$ cat config.mk
export PLATFORM = sky130hd
export DESIGN_NAME = adc_scan_ctrl
export DESIGN_NICKNAME = d
export VERILOG_FILES = /design/src/rtl/adc_pkg.sv /design/src/rtl/adc_next_ch.sv /design/src/rtl/adc_scan_ctrl.sv
export SDC_FILE = /design/constraint.sdc
export NUM_CORES = 1
export LEC_CHECK = 0
export BUFFER_PORTS_ARGS = -buffer_cell sky130_fd_sc_hd__buf_4
export CAP_MARGIN = 20
export CORE_ASPECT_RATIO = 1.4
export CORE_UTILIZATION = 33
export DETAILED_ROUTE_END_ITERATION = 10
export HOLD_SLACK_MARGIN = 0.05
export PLACE_DENSITY = 0.65
export SYNTH_ARGS = -nofsm -noshare
export SYNTH_HDL_FRONTEND = slang
export SYNTH_HIERARCHICAL = 1
export SYNTH_SLANG_ARGS = --single-unit
$ cat constraint.sdc
create_clock -name clk -period 3.2 [get_ports clk]
set_input_delay 0.8 -clock clk [delete_from_list [all_inputs] [get_ports clk]]
set_output_delay 0.8 -clock clk [all_outputs]
set_load 0.03 [all_outputs]
$ cat src/rtl/adc_pkg.sv
// Shared definitions for the ADC scan controller and the serial ADC driver:
// FSM state encoding, default channel count and sample width.
package adc_pkg;

  localparam int N_CH_DEF   = 8;
  localparam int DATA_W_DEF = 12;

  localparam int ST_W = 3;
  localparam logic [ST_W-1:0] ST_IDLE  = 3'd0;
  localparam logic [ST_W-1:0] ST_ISSUE = 3'd1;
  localparam logic [ST_W-1:0] ST_WAIT  = 3'd2;
  localparam logic [ST_W-1:0] ST_NEXT  = 3'd3;
  localparam logic [ST_W-1:0] ST_HOLD  = 3'd4;

  // Channel index width; a single-channel build still needs one bit.
  function automatic int ch_width(input int n);
    return (n > 1) ? $clog2(n) : 1;
  endfunction

endpackage

$ cat src/rtl/adc_next_ch.sv
// Combinational priority finder: lowest enabled channel (first=1) or the
// lowest enabled channel strictly above cur_ch (first=0).
module adc_next_ch
  import adc_pkg::*;
#(
  parameter int N_CH = N_CH_DEF,
  parameter int CH_W = ch_width(N_CH)
) (
  input  logic [N_CH-1:0] mask,
  input  logic [CH_W-1:0] cur_ch,
  input  logic            first,
  output logic [CH_W-1:0] nxt_ch,
  output logic            found
);

  logic [N_CH-1:0] cand_s;

  // Candidate channels, then pick the lowest by scanning downwards.
  always_comb begin
    cand_s = {N_CH{1'b0}};
    nxt_ch = {CH_W{1'b0}};
    for (int i = 0; i < N_CH; i++) begin
      cand_s[i] = mask[i] & (first | (CH_W'(i) > cur_ch));
    end
    for (int i = N_CH - 1; i >= 0; i--) begin
      nxt_ch = cand_s[i] ? CH_W'(i) : nxt_ch;
    end
    found = |cand_s;
  end

endmodule

$ cat src/rtl/adc_scan_ctrl.sv
// Button-driven ADC sweep sequencer: issues start/done conversions over the
// enabled channels, once or continuously with a programmable gap.
module adc_scan_ctrl
  import adc_pkg::*;
#(
  parameter int N_CH     = N_CH_DEF,
  parameter int DATA_W   = DATA_W_DEF,
  parameter int PERIOD_W = 24,
  parameter int TIMEOUT  = 4096,
  localparam int CH_W    = ch_width(N_CH)
) (
  input  logic                clk,
  input  logic                reset_n,
  input  logic                tick_single,
  input  logic                tick_cont,
  input  logic [N_CH-1:0]     ch_mask,
  input  logic [PERIOD_W-1:0] period,
  output logic                adc_start,
  output logic [CH_W-1:0]     adc_ch,
  input  logic                adc_done,
  input  logic [DATA_W-1:0]   adc_data,
  output logic                sample_valid,
  output logic [CH_W-1:0]     sample_ch,
  output logic [DATA_W-1:0]   sample_data,
  output logic                cont_active,
  output logic                busy,
  output logic                err_timeout,
  output logic                req_dropped
);

  localparam int TMO_W = $clog2(TIMEOUT + 1);
  localparam logic [TMO_W-1:0] TMO_LAST = TMO_W'(TIMEOUT - 1);

  logic [ST_W-1:0]     state_q, state_d;
  logic [CH_W-1:0]     cur_ch_q, cur_ch_d;
  logic [N_CH-1:0]     mask_q, mask_d;
  logic [PERIOD_W-1:0] gap_q, gap_d;
  logic [TMO_W-1:0]    tmo_q, tmo_d;
  logic                cont_q, cont_d;
  logic                err_q, err_d;
  logic                drop_q, drop_d;
  logic                start_q, start_d;
  logic                busy_q, busy_d;
  logic                sv_q, sv_d;
  logic [CH_W-1:0]     sch_q, sch_d;
  logic [DATA_W-1:0]   sdata_q, sdata_d;

  logic                sweep_go_s;
  logic                first_s;
  logic [N_CH-1:0]     fmask_s;
  logic [CH_W-1:0]     nxt_ch_s;
  logic                found_s;

  // One finder serves both lookups: a sweep start searches the live ch_mask
  // (the value being latched), NEXT searches the latched mask above cur_ch.
  assign first_s = (state_q != ST_NEXT);
  assign fmask_s = first_s ? ch_mask : mask_q;

  adc_next_ch #(
    .N_CH (N_CH),
    .CH_W (CH_W)
  ) u_next_ch (
    .mask   (fmask_s),
    .cur_ch (cur_ch_q),
    .first  (first_s),
    .nxt_ch (nxt_ch_s),
    .found  (found_s)
  );

  // Next-state and output computation for the sweep sequencer.
  always_comb begin
    state_d    = state_q;
    cur_ch_d   = cur_ch_q;
    mask_d     = mask_q;
    gap_d      = gap_q;
    tmo_d      = tmo_q;
    cont_d     = cont_q;
    err_d      = err_q;
    drop_d     = 1'b0;
    sv_d       = 1'b0;
    sch_d      = sch_q;
    sdata_d    = sdata_q;
    sweep_go_s = 1'b0;

    // Outside IDLE a tick_cont can only stop continuous mode.
    if (state_q == ST_IDLE) begin
      if (tick_cont) begin
        cont_d     = ~cont_q;
        sweep_go_s = ~cont_q;
        drop_d     = tick_single;
      end else begin
        sweep_go_s = tick_single;
      end
    end else begin
      drop_d = tick_single;
      cont_d = cont_q & ~tick_cont;
    end

    case (state_q)
      ST_IDLE: begin
        state_d = ST_IDLE;
      end
      ST_ISSUE: begin
        state_d = ST_WAIT;
        tmo_d   = TMO_W'(1);
      end
      ST_WAIT: begin
        if (adc_done) begin
          sv_d    = 1'b1;
          sch_d   = cur_ch_q;
          sdata_d = adc_data;
          state_d = ST_NEXT;
        end else if (tmo_q == TMO_LAST) begin
          err_d   = 1'b1;
          cont_d  = 1'b0;
          state_d = ST_IDLE;
        end else begin
          tmo_d = tmo_q + TMO_W'(1);
        end
      end
      ST_NEXT: begin
        if (found_s) begin
          cur_ch_d = nxt_ch_s;
          state_d  = ST_ISSUE;
        end else if (cont_d) begin
          gap_d   = period;
          state_d = ST_HOLD;
        end else begin
          state_d = ST_IDLE;
        end
      end
      ST_HOLD: begin
        if (!cont_d) begin
          state_d = ST_IDLE;
        end else if (gap_q == {PERIOD_W{1'b0}}) begin
          sweep_go_s = 1'b1;
        end else begin
          gap_d = gap_q - PERIOD_W'(1);
        end
      end
      default: begin
        state_d = ST_IDLE;
      end
    endcase

    // An empty mask skips straight to the gap (or back to IDLE).
    if (sweep_go_s) begin
      mask_d = ch_mask;
      if (found_s) begin
        cur_ch_d = nxt_ch_s;
        state_d  = ST_ISSUE;
      end else if (cont_d) begin
        gap_d   = period;
        state_d = ST_HOLD;
      end else begin
        state_d = ST_IDLE;
      end
    end else begin
      mask_d = mask_q;
    end

    start_d = (state_d == ST_ISSUE);
    busy_d  = (state_d != ST_IDLE);
  end

  // State and output registers.
  always_ff @(posedge clk or negedge reset_n) begin
    if (!reset_n) begin
      state_q  <= ST_IDLE;
      cur_ch_q <= {CH_W{1'b0}};
      mask_q   <= {N_CH{1'b0}};
      gap_q    <= {PERIOD_W{1'b0}};
      tmo_q    <= {TMO_W{1'b0}};
      cont_q   <= 1'b0;
      err_q    <= 1'b0;
      drop_q   <= 1'b0;
      start_q  <= 1'b0;
      busy_q   <= 1'b0;
      sv_q     <= 1'b0;
      sch_q    <= {CH_W{1'b0}};
      sdata_q  <= {DATA_W{1'b0}};
    end else begin
      state_q  <= state_d;
      cur_ch_q <= cur_ch_d;
      mask_q   <= mask_d;
      gap_q    <= gap_d;
      tmo_q    <= tmo_d;
      cont_q   <= cont_d;
      err_q    <= err_d;
      drop_q   <= drop_d;
      start_q  <= start_d;
      busy_q   <= busy_d;
      sv_q     <= sv_d;
      sch_q    <= sch_d;
      sdata_q  <= sdata_d;
    end
  end

  assign adc_start    = start_q;
  assign adc_ch       = cur_ch_q;
  assign sample_valid = sv_q;
  assign sample_ch    = sch_q;
  assign sample_data  = sdata_q;
  assign cont_active  = cont_q;
  assign busy         = busy_q;
  assign err_timeout  = err_q;
  assign req_dropped  = drop_q;

endmodule

==> results of run 1 <==
[state kept, by name (all words and copies together), names as in the netlist, named ones only]
name          cells
state_q           3
mask_q            8
adc_start         1
cont_active       1
err_timeout       1
busy              1
sample_ch         3
sample_valid      1
req_dropped       1
sample_data      12
tmo_q            13
gap_q            24
[worst min-delay path: cells and delay by family, from the launching register on]
| kind | cells | cell delay, ps |
|---|---|---|
| flip-flops | 1 | 340 |
| AND/OR/NAND/NOR | 2 | 100 |
[logic make-up after synthesis]
group,Yosys count
buf+inv,38
compound gates,104
simple gates,261
flops,72
mux,16
xor+xnor,5
fa+ha+maj,3
[placed cells by master (no fill, tap or decap), drive strengths merged, types with 5 or more instances in the layout]
cell,n
nand3,10
clkbuf,13
dfrtp,72
a31oi,10
nor3b,6
o211ai,6
nand2,133
a22o,6
a21oi,16
mux2i,11
nand2b,6
o32ai,6
buf,90
mux2,5
a221o,6
o31ai,7
nor3,15
nand4,12
and3,6
nor2,24
inv,15
o21ai,19
nor4,16
or4,8
[cell usage after synthesis (3+ instances only)]
cell type,count,share of area
a211oi_1,4,0.0069
a21oi_1,15,0.017
a221o_1,6,0.014
a22o_1,6,0.012
a31oi_1,10,0.014
and3_1,6,0.0086
and4_1,3,0.0060
buf_2,7,0.0080
buf_4,4,0.0069
clkbuf_1,9,0.0077
dfrtp_1,72,0.41
ha_1,3,0.0086
inv_1,13,0.011
mux2_2,4,0.010
mux2i_1,11,0.025
nand2_1,133,0.11
nand2b_1,5,0.0072
nand3_1,9,0.010
nand3b_1,3,0.0052
nand4_1,11,0.016
nor2_1,21,0.018
nor2_2,3,0.0043
nor2b_1,3,0.0043
nor3_1,13,0.015
nor3b_1,5,0.0086
nor4_1,11,0.016
nor4_2,4,0.011
o211ai_1,5,0.0086
o21ai_0,17,0.020
o22ai_1,4,0.0057
o31ai_1,6,0.010
o32ai_1,5,0.010
or3_1,4,0.0057
or4_1,7,0.012
xnor2_1,3,0.0060
[report_power, final]
group	switching [W]	total (W)	internal, W
sequential	0.000243	0.00142	0.00117
clock	0.000374	0.00102	0.000644
combinational	0.00138	0.00226	0.000877
total	0.00200	0.00469	0.00269
[layer usage]
layer	routed length, um	vias up	GRT usage	part of all wire
met5	0	-	0	0
met4	265	0	0.0844	0.023
met3	494	24	0.0238	0.042
met2	6040	120	0.309	0.51
met1	4940	1970	0.218	0.42
li1	-	1980	-	-
[per-stage QoR]
step / cells / area (um2) / utilization / hold slack [ps] / setup WS (ps)
2_1_floorplan: 499 / 4380 / - / 439 / 16.0
3_3_place_gp: 720 / 5120 / 0.397 / 446 / 193
3_5_place_dp: 720 / 5120 / 0.397 / 456 / 120
4_1_cts: 736 / 5420 / 0.421 / 469 / 183
5_1_grt: 736 / 5420 / 0.421 / 498 / 20.1
6_report: 736 / 5420 / 0.421 / 468 / 195
[final cells by class]
| type | instances | area (um2) | share of cell area |
|---|---|---|---|
| inverters | 16 | 60.1 | 0.0111 |
| well taps | 153 | 191 | 0.0353 |
| flip-flops and latches | 72 | 1800 | 0.332 |
| clock buffers | 13 | 260 | 0.0480 |
| repair buffers | 90 | 679 | 0.125 |
| multi-input cells | 389 | 2390 | 0.441 |
| clock inverters | 3 | 40.0 | 0.00738 |
[worst paths after layout]
kind                       slack [ps]             end  depth (start not counted)  startpoint
setup / recovery                  190            busy                         15  state_q[0]
hold / removal                    470       mask_q[3]                          2   mask_q[3]
setup reg to reg                  190            busy                         15  state_q[0]
hold reg to reg                   470       mask_q[3]                          2   mask_q[3]
max in group asynchronous        1980  sample_data[9]                          1     reset_n
min in group asynchronous         590       gap_q[19]                          1     reset_n
[what timing repair did]
item / in CTS / in global routing
gates resized for setup: 0 / 2
endpoints found under the setup margin: 0 / 2
endpoints found under the hold margin: 0 / 0
==> key figures, run 1 <==
Outcome
  – Outcome: finished, final reports clean

Drt
  – Vias/cell: 5.56
  – Routed WL: 11700 um
  – TritonRoute pass-1 iters: 5
  – DRC Markers: 0
  – Routed len/inst: 15.9 um
  – Initial DRC count: 216
  – Via Count: 4094
  – Antenna Nets Post-Route: 0

Critical path
  – CP Launch Type: register
  – Slowest-stage cell, CP: or4b_1
  – CP arrival: 3210 ps
  – CP peak stage delay: 460 ps
  – Worst endpoint required time: 3410 ps
  – Crit path buf inv count: 3
  – CP cell instances: inv_2 -> nor3b_4 -> buf_6 -> nand2_1 -> nand2_1 -> nand2b_1 -> a31oi_1 -> and3b_1 -> nand4_1 -> nand2b_4 -> or2_0 -> o311a_4 -> nor2_2 -> buf_4 -> or4b_1
  – Worst-path maximum fanout: 9
  – CP top delay family: simple AND/OR/NAND/NOR gates
  – CP Capture Type: register
  – Worst setup path class: register to register
  – Most used cell, CP: nand2_1

Power
  – Leakage power: 2.50 nW
  – Total power: 0.00469 W
  – Pwr dens: 866 mW/mm2
  – Peak supply drop: 0.312 mV

Job
  – Max-Cap Viols: 0

Synth
  – Post-synth cell types: 80
  – Mapped Cells: 499
  – Synthesized area: 0.00436 mm2
  – Largest family of logic cells by synthesized area: simple AND/OR/NAND/NOR gates
  – Number of synthesized flops with an enable pin: 0
  – Synth Area in Adders: 0.00860
  – Synth warnings: 6
  – Post-Synth Simple-Gate Area: 0.310
  – Post-synth ARST share: 1.00
  – Synth Area in Compound Gates: 0.178
  – Seq/Total Area, Yosys: 0.413
  – Seq cells post-synth: 72
  – Post-Synth XOR/XNOR Area: 0.0100
  – Synth Flop Type: dfrtp_1
  – Mean Syn Cell Area: 8.74 um2
  – Syn Nets: 551
  – Multiplexer share of the synthesized area: 0.0390

Die
  – Die W: 99.2 um
  – Full die area: 0.0137 mm2
  – CORE AREA: 0.0129 mm2
  – Die Span Y: 138 um
  – Row Count: 49
  – Initial Util: 0.339
  – # IOs: 73

Layout
  – Layout cells sized above 1: 0.242
  – Final net count: 630
  – Number of fillers in the final layout: 1265
  – Area growth from synthesis to layout: 24.3%
  – Diodes inserted: 0

Timing
  – Final setup violation count: 0
  – Crit path time final: 3010 ps
  – Final period util: 0.939
  – Worst clock skew: 5.51 ps
  – Setup TNS: 0 ps
  – RSZ-0062 raised after global routing: false
  – Relative slew slack: 0.379
  – Fin. max-slew vios: 0
  – Worst Tran Pin Value: 931 ps
  – Final Hold Viols: 0
  – Max Clock Freq: 0.333 GHz

Global route
  – Vias in the first global route: 4029
  – Initial antenna violation count: 0
  – Largest net degree at the start of global routing: 73
  – Tot GR Track Use: 0.179
  – Global route total overflow: 0
  – First-pass GRT wire length: 19500 um

Clocking
  – Clock Latency Late Sink: 330 ps
  – TritonCTS clock tree: built
  – Setup Fix Bufs, Post-CTS: 0
  – Root Driver: clkbuf_16
  – Clock Sinks: 72
  – CTS HTree Levels: 3
  – CTS max path bufs: 2
  – Total CTS buffers: 9
  – Hold_buf cts: 0
  – Clk slew on worst S/H paths: 60 ps

Place
  – Gpl congestion: 0.901
  – Final HPWL DP: 8650 um
  – IO buf count: 72

Worst hold path
  – Worst hold-check path type: register to register
No activity file was read; power rests on OpenSTA's default activity.
==> run 2: changes to the inputs <==
Settings changed: CTS_BUF_LIST from default to sky130_fd_sc_hd__clkbuf_2.
==> run 2 against run 1 <==
Core utilization down 1.6 points. Worst setup slack worse by 15 ps. Sequential power about the same. Count of clock-buffer cells in the layout down 2. Combinational power about the same. First-iteration DRC count increased by 32%. Hold slack got worse by 110 ps. Critical path type unchanged.
==> key figures, run 2 (same netlist as run 1, synthesis figures left out) <==
Worst hold path
  – Worst hold-check path type: primary input to async pin

Global route
  – First-pass GRT wire length: 19500 um
  – Largest net degree at the start of global routing: 73
  – Initial antenna violation count: 0
  – Vias in the first global route: 4036
  – Global route total overflow: 0
  – Tot GR Track Use: 0.177

Layout
  – Diodes inserted: 0
  – Most frequent cells in the layout: nand2_1, buf_4, dfrtp_1
  – Commonest non-fill, non-tap cell in the layout: nand2_1
  – Final net count: 630
  – Sequential Area: 0.00180 mm2
  – Largest register FFs: 24
  – Area growth from synthesis to layout: 19.7%
  – Non-filler cells, final: 736
  – Layout cells sized above 1: 0.240
  – Core Util, Final: 0.406
  – Number of fillers in the final layout: 1288
  – Multi-input logic area: 0.00239 mm2
  – Biggest register: gap_q

Drt
  – Routed len/inst: 15.9 um
  – Antenna Nets Post-Route: 0
  – Via Count: 4074
  – DRC Markers: 0
  – Vias/cell: 5.54
  – Routed WL: 11700 um
  – Initial DRC count: 285
  – TritonRoute pass-1 iters: 4

Timing
  – Worst Tran Pin Value: 950 ps
  – Crit path time final: 3020 ps
  – Max Clock Freq: 0.331 GHz
  – Relative slew slack: 0.366
  – Setup TNS: 0 ps
  – RSZ-0062 raised after global routing: false
  – Final period util: 0.944
  – Worst clock skew: 25.5 ps
  – Fin. max-slew vios: 0
  – Final Hold Viols: 0
  – Final setup violation count: 0

Critical path
  – Slowest-stage cell, CP: or4b_1
  – CP Launch Type: register
  – CP cell instances: inv_2 -> nor3b_4 -> buf_6 -> nand2_1 -> nand2_1 -> nand2b_1 -> a31oi_1 -> and3b_1 -> nand4_1 -> nand2b_4 -> or2_0 -> o311a_4 -> nor2_2 -> buf_4 -> or4b_1
  – Reg-to-Reg End: busy
  – Most used cell, CP: nand2_1
  – CP peak stage delay: 460 ps
  – Reg2Reg Launch Point: state_q[0]
  – CP startpoint: state_q[0]
  – Worst-path maximum fanout: 9
  – CP arrival: 3430 ps
  – Worst setup path class: register to register
  – CP Capture Type: register
  – R2R depth: 15
  – Crit path capture: busy
  – FF-to-FF setup slack: 180 ps
  – Worst endpoint required time: 3610 ps

Die
  – CORE AREA: 0.0129 mm2
  – Die W: 99.2 um
  – Full die area: 0.0137 mm2
  – Die Span Y: 138 um
  – Row Count: 49
  – # IOs: 73
  – Initial Util: 0.339

Clocking
  – Root Driver: clkbuf_2
  – Total CTS buffers: 9
  – TritonCTS clock tree: built
  – Clock Sinks: 72
  – Clock Latency Late Sink: 510 ps
  – Hold_buf cts: 0
  – CTS max path bufs: 2
  – CTS HTree Levels: 3
  – Clk slew on worst S/H paths: 200 ps

Place
  – Gpl congestion: 0.901
  – Placed instance count: 720
  – Final HPWL DP: 8650 um
  – IO buf count: 72

Outcome
  – Outcome: finished, final reports clean

Power
  – Leakage power: 2.42 nW
  – Pwr dens: 799 mW/mm2
  – Peak supply drop: 0.312 mV

Job
  – Max-Cap Viols: 0
==> run 2: through the flow <==
| stage | hold WS [ps] | instance area [um2] | power [W] | worst slack (ps) |
|---|---|---|---|---|
| 5_1_grt | 417 | 5220 | 0.00449 | 2.79 |
| 2_1_floorplan | 439 | 4380 | 0.00299 | 16.0 |
| 3_3_place_gp | 446 | 5120 | 0.00361 | 193 |
| 4_1_cts | 382 | 5220 | 0.00419 | 168 |
| 3_5_place_dp | 456 | 5120 | 0.00367 | 120 |
| 6_report | 353 | 5220 | 0.00417 | 180 |
==> run 2: area by class of cell <==
class | count | share of cell area
clock buffer | 11 | 0.0105
multi-input combinational | 389 | 0.457
inverter | 16 | 0.0115
sequential | 72 | 0.345
tap | 153 | 0.0367
timing repair buffer | 90 | 0.130
clock inverter | 5 | 0.00910
==> run 2: critical path, delay by kind of cell (launching register included) <==
| family | cells | cell delay [ps] |
|---|---|---|
| AND/OR/NAND/NOR | 10 | 1650 |
| AO/OA/AOI/OAI | 2 | 460 |
| buffers and inverters | 3 | 410 |
| flip-flops | 1 | 400 |
==> run 2: worst min path at each step <==
stage | from | endpoint
after global placement | err_timeout | err_timeout
after floorplan | mask_q[0] | mask_q[0]
after CTS | reset_n | gap_q[9]
after detailed placement | mask_q[3] | mask_q[3]
final | reset_n | gap_q[19]
after global routing | reset_n | gap_q[19]
==> run 2: per-layer routing <==
layer,global-route usage,part of all wire
met1,0.217,0.42
met2,0.305,0.52
met3,0.0298,0.040
met4,0.0743,0.017
met5,0,0
==> run 2: repair_timing <==
action / CTS / global route
setup buffers: 0 / 0
setup endpoints to repair: 0 / 1
gates resized for setup: 0 / 1
==> run 2: where the power goes <==
group / internal [W] / switching [W] / total (W)
sequential: 0.00117 / 0.000242 / 0.00141
clock: 0.000180 / 0.000322 / 0.000501
combinational: 0.000877 / 0.00139 / 0.00226
